===== src/rtl/trap_pkg.sv =====
// Shared definitions for the trap priority unit: cause width, the interrupt
// flag bit position, the arbiter FSM state type, the registered request
// record and the default RISC-V machine-mode cause codes.
package trap_pkg;

  localparam int CAUSE_W = 32;
  localparam int IRQ_BIT = 31;

  typedef enum logic {
    ST_IDLE = 1'b0,
    ST_REQ  = 1'b1
  } state_t;

  // Request as presented to the trap controller.
  typedef struct packed {
    logic [CAUSE_W-1:0] cause;
    logic               is_irq;
  } trap_req_t;

  // Default synchronous exception causes.
  localparam logic [CAUSE_W-1:0] CAUSE_ILLEGAL_INSTR    = 32'd2;
  localparam logic [CAUSE_W-1:0] CAUSE_LOAD_MISALIGNED  = 32'd4;
  localparam logic [CAUSE_W-1:0] CAUSE_STORE_MISALIGNED = 32'd6;
  localparam logic [CAUSE_W-1:0] CAUSE_ECALL_M          = 32'd11;

  // Default interrupt causes (interrupt flag is applied by irq_cause()).
  localparam logic [CAUSE_W-1:0] CAUSE_MSI = 32'd3;
  localparam logic [CAUSE_W-1:0] CAUSE_MTI = 32'd7;
  localparam logic [CAUSE_W-1:0] CAUSE_MEI = 32'd11;

  // Interrupt causes always carry the interrupt flag in the MSB.
  function automatic logic [CAUSE_W-1:0] irq_cause(input logic [CAUSE_W-1:0] code);
    irq_cause          = code;
    irq_cause[IRQ_BIT] = 1'b1;
  endfunction

endpackage


===== src/rtl/prio_enc.sv =====
// Fixed-priority encoder: reports the lowest set index of req and whether
// any bit is set.
//   req   in  N     request vector, bit 0 = highest priority
//   idx   out IW    index of lowest set bit (0 when none set)
//   valid out 1     any bit of req set
module prio_enc #(
  parameter  int N  = 4,
  localparam int IW = (N > 1) ? $clog2(N) : 1
) (
  input  logic [N-1:0]  req,
  output logic [IW-1:0] idx,
  output logic          valid
);

  // Scan from the top so the lowest set bit is the last one written.
  always_comb begin
    idx   = '0;
    valid = |req;
    for (int i = N - 1; i >= 0; i--) begin
      if (req[i]) idx = IW'(i);
    end
  end

endmodule


===== src/rtl/trap_priority_unit.sv =====
// Arbitrates E sticky synchronous exceptions and I level-sensitive maskable
// interrupts into one registered trap request with a valid/ack handshake,
// and tracks trap nesting depth.
//   i_clk          in  1      clock
//   i_rst          in  1      asynchronous active-high reset
//   i_exc          in  E      exception raise strobes
//   i_irq          in  I      interrupt levels
//   i_irq_en       in  I      per-interrupt enables
//   i_global_ie    in  1      global interrupt enable
//   i_trap_ack     in  1      controller accepts current request
//   i_trap_ret     in  1      trap return executed
//   o_trap_valid   out 1      request pending
//   o_trap_cause   out 32     cause of current request
//   o_trap_is_irq  out 1      current request is an interrupt
//   o_depth        out DW     current nesting depth
//   o_double_fault out 1      pulse after an ack taken at full depth
module trap_priority_unit
  import trap_pkg::*;
#(
  parameter  int                             E         = 10,
  parameter  int                             I         = 3,
  parameter  logic [E-1:0][CAUSE_W-1:0]      EXC_CODES = '0,
  parameter  logic [I-1:0][CAUSE_W-1:0]      IRQ_CODES = '0,
  parameter  int                             MAX_NEST  = 2,
  localparam int                             DW        = $clog2(MAX_NEST + 1)
) (
  input  logic               i_clk,
  input  logic               i_rst,
  input  logic [E-1:0]       i_exc,
  input  logic [I-1:0]       i_irq,
  input  logic [I-1:0]       i_irq_en,
  input  logic               i_global_ie,
  input  logic               i_trap_ack,
  input  logic               i_trap_ret,
  output logic               o_trap_valid,
  output logic [CAUSE_W-1:0] o_trap_cause,
  output logic               o_trap_is_irq,
  output logic [DW-1:0]      o_depth,
  output logic               o_double_fault
);

  localparam int EIW = (E > 1) ? $clog2(E) : 1;
  localparam int IIW = (I > 1) ? $clog2(I) : 1;

  state_t             state, state_nx;
  trap_req_t          req_q, req_nx, cand;
  logic [E-1:0]       r_exc, w_exc;
  logic [I-1:0]       w_irq;
  logic [EIW-1:0]     exc_idx;
  logic [IIW-1:0]     irq_idx;
  logic               exc_any, irq_any;
  logic [CAUSE_W-1:0] exc_code, irq_code;
  logic [DW-1:0]      depth, depth_nx;
  logic               bubble, r_dfault;
  logic               ack, at_max, irq_ok;

  assign ack    = (state == ST_REQ) && i_trap_ack;
  assign at_max = (depth == DW'(MAX_NEST));
  assign w_exc  = r_exc | i_exc;
  // Interrupts are only taken when not already inside a trap.
  assign irq_ok = i_global_ie && (depth == '0);
  assign w_irq  = i_irq & i_irq_en & {I{irq_ok}};

  prio_enc #(.N(E)) u_exc_enc (.req(w_exc), .idx(exc_idx), .valid(exc_any));
  prio_enc #(.N(I)) u_irq_enc (.req(w_irq), .idx(irq_idx), .valid(irq_any));

  // Cause lookup by explicit compare so a non-power-of-two source count
  // never indexes past the code table.
  always_comb begin
    exc_code = '0;
    for (int k = 0; k < E; k++) begin
      if (exc_idx == EIW'(k)) exc_code = EXC_CODES[k];
    end
  end

  always_comb begin
    irq_code = '0;
    for (int k = 0; k < I; k++) begin
      if (irq_idx == IIW'(k)) irq_code = irq_cause(IRQ_CODES[k]);
    end
  end

  // Any pending exception outranks every interrupt.
  always_comb begin
    cand.cause  = exc_any ? exc_code : irq_code;
    cand.is_irq = !exc_any;
  end

  always_comb begin
    state_nx = state;
    req_nx   = req_q;
    case (state)
      ST_IDLE: begin
        // bubble blocks a new request in the cycle right after an ack.
        if (!bubble && (exc_any || irq_any)) begin
          state_nx = ST_REQ;
          req_nx   = cand;
        end
      end
      ST_REQ: begin
        if (ack) begin
          state_nx = ST_IDLE;
          req_nx   = '0;
        end else if (req_q.is_irq && exc_any) begin
          // A latched interrupt is preempted by a newly pending exception;
          // a latched exception is never replaced.
          req_nx.cause  = exc_code;
          req_nx.is_irq = 1'b0;
        end
      end
      default: state_nx = ST_IDLE;
    endcase
  end

  // Ack and ret together cancel, except that from depth 0 the ret has
  // nothing to undo so the ack still takes effect.
  always_comb begin
    depth_nx = depth;
    case ({ack, i_trap_ret})
      2'b10:   depth_nx = at_max ? depth : depth + DW'(1);
      2'b01:   depth_nx = (depth == '0) ? depth : depth - DW'(1);
      2'b11:   depth_nx = (depth == '0) ? DW'(1) : depth;
      default: depth_nx = depth;
    endcase
  end

  always_ff @(posedge i_clk or posedge i_rst) begin
    if (i_rst) begin
      state <= ST_IDLE;
      req_q <= '0;
    end else begin
      state <= state_nx;
      req_q <= req_nx;
    end
  end

  always_ff @(posedge i_clk or posedge i_rst) begin
    if (i_rst) begin
      r_exc    <= '0;
      depth    <= '0;
      bubble   <= 1'b0;
      r_dfault <= 1'b0;
    end else begin
      // Exceptions raised in the ack cycle belong to the flushed pipeline.
      r_exc    <= ack ? '0 : w_exc;
      depth    <= depth_nx;
      bubble   <= ack;
      r_dfault <= ack && at_max;
    end
  end

  assign o_trap_valid   = (state == ST_REQ);
  assign o_trap_cause   = req_q.cause;
  assign o_trap_is_irq  = req_q.is_irq;
  assign o_depth        = depth;
  assign o_double_fault = r_dfault;

endmodule


===== config.mk =====
export PLATFORM = sky130hd
export DESIGN_NAME = trap_priority_unit
export DESIGN_NICKNAME = d
export VERILOG_FILES = /design/src/rtl/trap_pkg.sv /design/src/rtl/prio_enc.sv /design/src/rtl/trap_priority_unit.sv
export SDC_FILE = /design/constraint.sdc
export NUM_CORES = 1
export LEC_CHECK = 0
export CAP_MARGIN = 20
export CORE_MARGIN = 2
export CORE_UTILIZATION = 36
export DETAILED_ROUTE_END_ITERATION = 8
export GPL_TIMING_DRIVEN = 1
export HOLD_SLACK_MARGIN = 0.05
export PLACE_DENSITY = 0.79
export SYNTH_ARGS = -nofsm -noshare
export SYNTH_HDL_FRONTEND = slang
export SYNTH_SLANG_ARGS = --single-unit

===== constraint.sdc =====
create_clock -name i_clk -period 1.62 [get_ports i_clk]
set_input_delay 0.162 -clock i_clk [delete_from_list [all_inputs] [get_ports i_clk]]
set_output_delay 0.162 -clock i_clk [all_outputs]
set_load 0.01 [all_outputs]

==> results of run 1 <==
cell type report:
class / instances / area, um2
Clock buffer: 4 / 36.3
Fill cell: 242 / 1310
Inverter: 4 / 15.0
Multi-Input combinational cell: 75 / 362
Sequential cell: 16 / 400
Tap cell: 30 / 37.5
Timing Repair Buffer: 27 / 268
power breakdown:
| part | leakage, nW | switching (mW) | internal (mW) | total [mW] |
|---|---|---|---|---|
| Clock | 0.0210 | 0.129 | 0.137 | 0.266 |
| Combinational | 0.308 | 0.187 | 0.177 | 0.364 |
| Sequential | 0.190 | 0.0985 | 0.530 | 0.628 |
cell families after synthesis:
kind of cell	count (synthesis)	synth area share [%]
compound gates	8	6.19
other cells	1	0.412
buf+inv	37	28.6
flops	16	44.0
simple gates	36	20.8
routing by layer:
layer / vias up / wire length (um) / GRT usage [%]
met5: - / 0 / 0
met4: 0 / 15 / 6.25
li1: 320 / - / -
met1: 327 / 574 / 13.9
met2: 49 / 821 / 22.3
met3: 4 / 186 / 1.91
state kept, by name, summed over array words and instances, names as in the netlist:
| signal | cells |
|---|---|
| bubble | 1 |
| o_depth | 2 |
| o_double_fault | 1 |
| o_trap_cause | 1 |
| o_trap_valid | 1 |
| r_exc | 10 |
final timing paths:
kind / to / start / slack [ns]
worst min-delay path: r_exc[4] / i_rst / 0.22
max in group asynchronous: o_trap_cause[31] / i_rst / 1.01
worst min register to register: r_exc[9] / r_exc[9] / 0.50
worst max register to register: o_trap_valid / o_depth[0] / 0.31
min in group i_clk: r_exc[8] / i_exc[8] / 0.47
worst max-delay path: o_depth[0] / o_depth[0] / 0.08
through the flow:
step	setup slack, ns	total power [mW]	utilization (%)	hold slack, ns	std cells
3_3_place_gp	0.108	0.981	44.5	0.473	152
3_5_place_dp	0.0729	1.01	44.5	0.483	152
2_1_floorplan	0.434	0.880	-	0.0757	128
4_1_cts	0.0678	1.27	46.0	0.241	156
5_1_grt	0.00547	1.36	46.0	0.288	156
6_report	0.0812	1.26	46.0	0.219	156
worst register-to-register path: cells and delay by family (launching register included):
family	cells	cell delay (ns)
DFF	1	0.48
AOI/OAI and AO/OA	1	0.13
and+or+nand+nor	2	0.64
cells in the final DEF (no fill, tap or decap), drive strengths merged:
master / Yosys / routed
conb: 1 / 31
and3: 1 / 1
nand4b: 1 / 1
clkdlybuf4s50: 0 / 26
a22o: 1 / 1
nand3b: 2 / 2
nand4: 1 / 1
nor3b: 2 / 2
nor4b: 1 / 1
a222oi: 1 / 1
inv: 4 / 4
nand2: 1 / 1
o311ai: 1 / 1
o2111ai: 1 / 1
o21ai: 3 / 3
a21oi: 1 / 1
nor2: 21 / 21
nor4: 2 / 2
dfrtp: 16 / 16
and4: 2 / 2
nand3: 2 / 2
buf: 33 / 1
clkbuf: 0 / 4
==> flow_summary_export.csv, run 1 <==
group,metric,value,unit
synthesis,ys_top_cells_by_area,"dfrtp_1 44%, buf_4 26%, nor2_1 8.7%",
critical_path,critPathMaxFanout,9,
global_route,grt_max_degree,17,
clocking,cts_buffer_depth,2,
drt,detail-route-antenna-nets,0,
drt,routed_wirelength,1600,um
drt,wl_per_cell,10.2,um
pwr,ir_drop,704,uV
clocking,cts_root_buffer,"clkbuf_4",
die,initial_utilization,37.4,%
synthesis,synth_top_area_share,44.0,%
critical_path,crit_chain,"clkdlybuf4s50_1",
die,rows,18,
critical_path,crit_buf_inv,1,
place,io_buffers,26,
clocking,cts_resized,0,
sta,setup_viol,0,
clocking,cts_tree,"yes",
drt,drtIter0Drc,6,
synthesis,syn_inst,98,
sta,finalCriticalPeriod,1.54,ns
sta,tightest_slew,0.589,ns
pwr,cellPowerDensity,1120,nW/um2
critical_path,cpMaxStageDelayCell,"clkdlybuf4s50_1",
status,outcome,"finished, final reports clean",
sta,fmax,650,MHz
finish,final_nets,148,
synthesis,netlist_top_cells_count,"32 x buf_4, 21 x nor2_1, 16 x dfrtp_1",
critical_path,reg2regPathDepth,3,
synthesis,synth_edf_count,0,
place,placed_area,1080,um2
critical_path,crit_path_end_kind,"output pin",
global_route,grt_pass1_wl,2570,um
critical_path,max_stage_delay,0.59,ns
global_route,grt_overflow,0,
global_route,grt_use_total,12.3,%
critical_path,required,1.46,ns
critical_path,worstSetupPathType,"reg2out",
clocking,cts_buffers,3,
clocking,clk_latency,0.29,ns
clocking,cts_setup_buffers,0,
global_route,antenna_found_initial,0,
die,io_pins,58,
die,die_h,54.3,um
drt,drt_first_pass_iters,4,
sta,slew_viol_final,0,
synthesis,yosys.area.top_type,"dfrtp_1",
sta,grt_setup_unrepaired,"no",
finish,area_growth,23.0,%
synthesis,yosys.cell_count.top_type,"buf_4",
die,die_x,54.3,um
synthesis,ys_warn_count,0,
sta,hold_violations,0,
drt,drt_drc_violations_left,0,
synthesis,yosysSeqAreaShare,44.0,%
synthesis,async_reset_ff_share,100,%
clocking,h-tree-depth,1,
finish,drive_gt1_share,5.56,%
sta,period_share,95.0,%
critical_path,crit_arrival,1.38,ns
sta,fin_setup_tns,0,ns
synthesis,netlist_area,910,um2
sta,relSlewSlack,60.7,%
place,globalplace.congestion,0.654,
clocking,clk_pin_slew_worst_paths,0.10,ns
synthesis,synth_seq_cells,16,
die,die-area,2940,um2
pwr,p_leak,0.519,nW
min_path,hold_path_class,"in2async",
synthesis,synth.avg_cell_area,9.28,um2
sta,fin_skew,0.00730,ns
drt,vias,700,
clocking,clock_sinks,16,
finish,diodes,0,
synthesis,ys_types,25,
critical_path,crit_path_start_kind,"register",
finish,final_area,1120,um2
drt,vias_per_cell,4.49,
synthesis,synth_flop_cell,"dfrtp_1",
place,hpwl,1310,um
critical_path,path_depth,1,
run,drv_cap,0,
clocking,cts_hold_buffers,0,
die,core_area,2430,um2
critical_path,cp_top_family,"buffers and inverters",
global_route,first_global_vias,632,
(Power assumes the default switching activity.)
==> inputs of run 2 (changes only) <==
- CORE_UTILIZATION: 36 -> 40
- DONT_BUFFER_PORTS: unset -> 1
- PLACE_DENSITY: 0.79 -> unset
- REMOVE_ABC_BUFFERS: unset -> 1
- clock period: 1.62 -> 1.6 ns (I/O delays scaled with it)
==> flow_summary_export.csv, run 2 (same netlist as run 1, synthesis figures left out) <==
group,metric,value,unit
min_path,min_from,"i_trap_ret",
drt,routed_wirelength,1400,um
drt,vias_per_cell,4.54,
die,initial_utilization,41.5,%
finish,post-route-util,44.3,%
critical_path,critPathMaxFanout,3,
sta,fmax,757,MHz
die,core_area,2190,um2
status,outcome,"finished, final reports clean",
global_route,grt_overflow,0,
run,drv_cap,0,
finish,regMostFlops,"r_exc",
critical_path,crit_path_start_kind,"register",
critical_path,reg2regPathDepth,4,
clocking,clock_sinks,16,
critical_path,worstSetupPathType,"reg2reg",
finish,n_fill_cell,208,
sta,period_share,82.6,%
sta,grt_setup_unrepaired,"no",
critical_path,required,1.77,ns
global_route,grt_pass1_wl,2350,um
drt,drt_first_pass_iters,4,
critical_path,crit_path_end_kind,"register",
critical_path,r2r_start,"r_exc[7]",
place,hpwl,1090,um
sta,fin_setup_tns,0,ns
critical_path,r2r-end,"o_trap_valid",
pwr,p_leak,0.468,nW
finish,final_area,970,um2
clocking,cts_setup_buffers,0,
finish,final_nets,135,
finish,multiInputGateArea,362,um2
finish,final_cell_mix,"31 x conb_1, 21 x nor2_1, 16 x dfrtp_1",
drt,detail-route-antenna-nets,0,
die,die_x,51.7,um
global_route,grt_max_degree,17,
critical_path,crit_chain,"nor4_1 > and4_1 > nand3b_1 > a22o_1",
global_route,first_global_vias,567,
place,placed_area,827,um2
die,rows,17,
pwr,ir_drop,623,uV
clocking,h-tree-depth,1,
clocking,cts_hold_buffers,12,
sta,setup_slack,0.279,ns
critical_path,crit_buf_inv,0,
critical_path,rrSetupSlack,0.28,ns
place,io_buffers,0,
place,place_ws,0.268,ns
clocking,cts_tree,"yes",
drt,drt_drc_violations_left,0,
clocking,cts_buffers,3,
sta,finalCriticalPeriod,1.32,ns
die,die_h,51.7,um
finish,diodes,0,
sta,relSlewSlack,59.9,%
sta,fin_skew,0.000681,ns
global_route,antenna_found_initial,0,
min_path,hold_depth,2,
critical_path,cpMaxStageDelayCell,"dfrtp_1",
finish,final_common_cell,"conb_1",
critical_path,path_depth,4,
die,io_pins,58,
critical_path,max_stage_delay,0.38,ns
sta,tightest_slew,0.600,ns
clocking,cts_root_buffer,"clkbuf_4",
clocking,cts_resized,0,
die,die-area,2670,um2
clocking,clk_latency,0.27,ns
critical_path,crit_arrival,1.49,ns
finish,area_growth,6.60,%
finish,largest_register_ff_count,10,
sta,slew_viol_final,0,
global_route,grt_use_total,11.8,%
place,globalplace.congestion,0.631,
drt,vias,635,
min_path,hold_path_class,"in2reg",
drt,wl_per_cell,9.99,um
finish,drive_gt1_share,6.25,%
pwr,cellPowerDensity,1170,nW/um2
finish,regArea,400,um2
clocking,cts_buffer_depth,2,
clocking,clk_pin_slew_worst_paths,0.08,ns
drt,drtIter0Drc,4,
min_path,worstHoldEndpoint,"o_depth[0]",
sta,hold_violations,0,
sta,setup_viol,0,
critical_path,cp_top_family,"simple AND/OR/NAND/NOR gates",
run 2: cell types whose count changed in the layout (fill, tap and decap cells not counted), sizes merged:
cell | before | now
dlygate4sd3 | 0 | 12
clkdlybuf4s50 | 26 | 0
clkbuf | 4 | 3
buf | 1 | 2
run 2: worst max path at each step:
stage	from	end	slack, ns
6_report	r_exc[7]	o_trap_valid	0.28
4_1_cts	r_exc[7]	o_trap_valid	0.26
3_3_place_gp	r_exc[7]	o_trap_valid	0.27
3_5_place_dp	r_exc[7]	o_trap_valid	0.27
5_1_grt	r_exc[7]	o_trap_valid	0.14
2_1_floorplan	r_exc[7]	o_trap_valid	0.41
run 2: area by class of cell:
type	count	share of cell area [%]
clock buffer	3	2.32
inverter	4	1.55
multi-input combinational	75	37.3
sequential	16	41.3
tap	28	3.61
timing repair buffer	14	13.9
run 2: per-layer routing:
metal / track usage, % / routed length (um) / up-vias
li1: - / - / 296
met1: 12.7 / 598 / 291
met2: 20.9 / 615 / 46
met3: 4.02 / 169 / 2
met4: 5.26 / 17 / 0
met5: 0 / 0 / -
run 2: metrics by stage:
step / power, mW / hold WS [ns] / std cells
CTS: 1.14 / 0.0726 / 140
finish: 1.13 / 0.0838 / 140
floorplan: 0.829 / 0.0737 / 95
global placement: 0.904 / 0.150 / 125
global route: 1.24 / 0.0894 / 140
detailed placement: 0.917 / 0.146 / 125
run 2: power breakdown:
group	switching (mW)	leakage, nW	total (mW)	internal (mW)
clock	0.114	0.0138	0.201	0.0872
combinational	0.184	0.264	0.304	0.120
sequential	0.0903	0.190	0.626	0.536
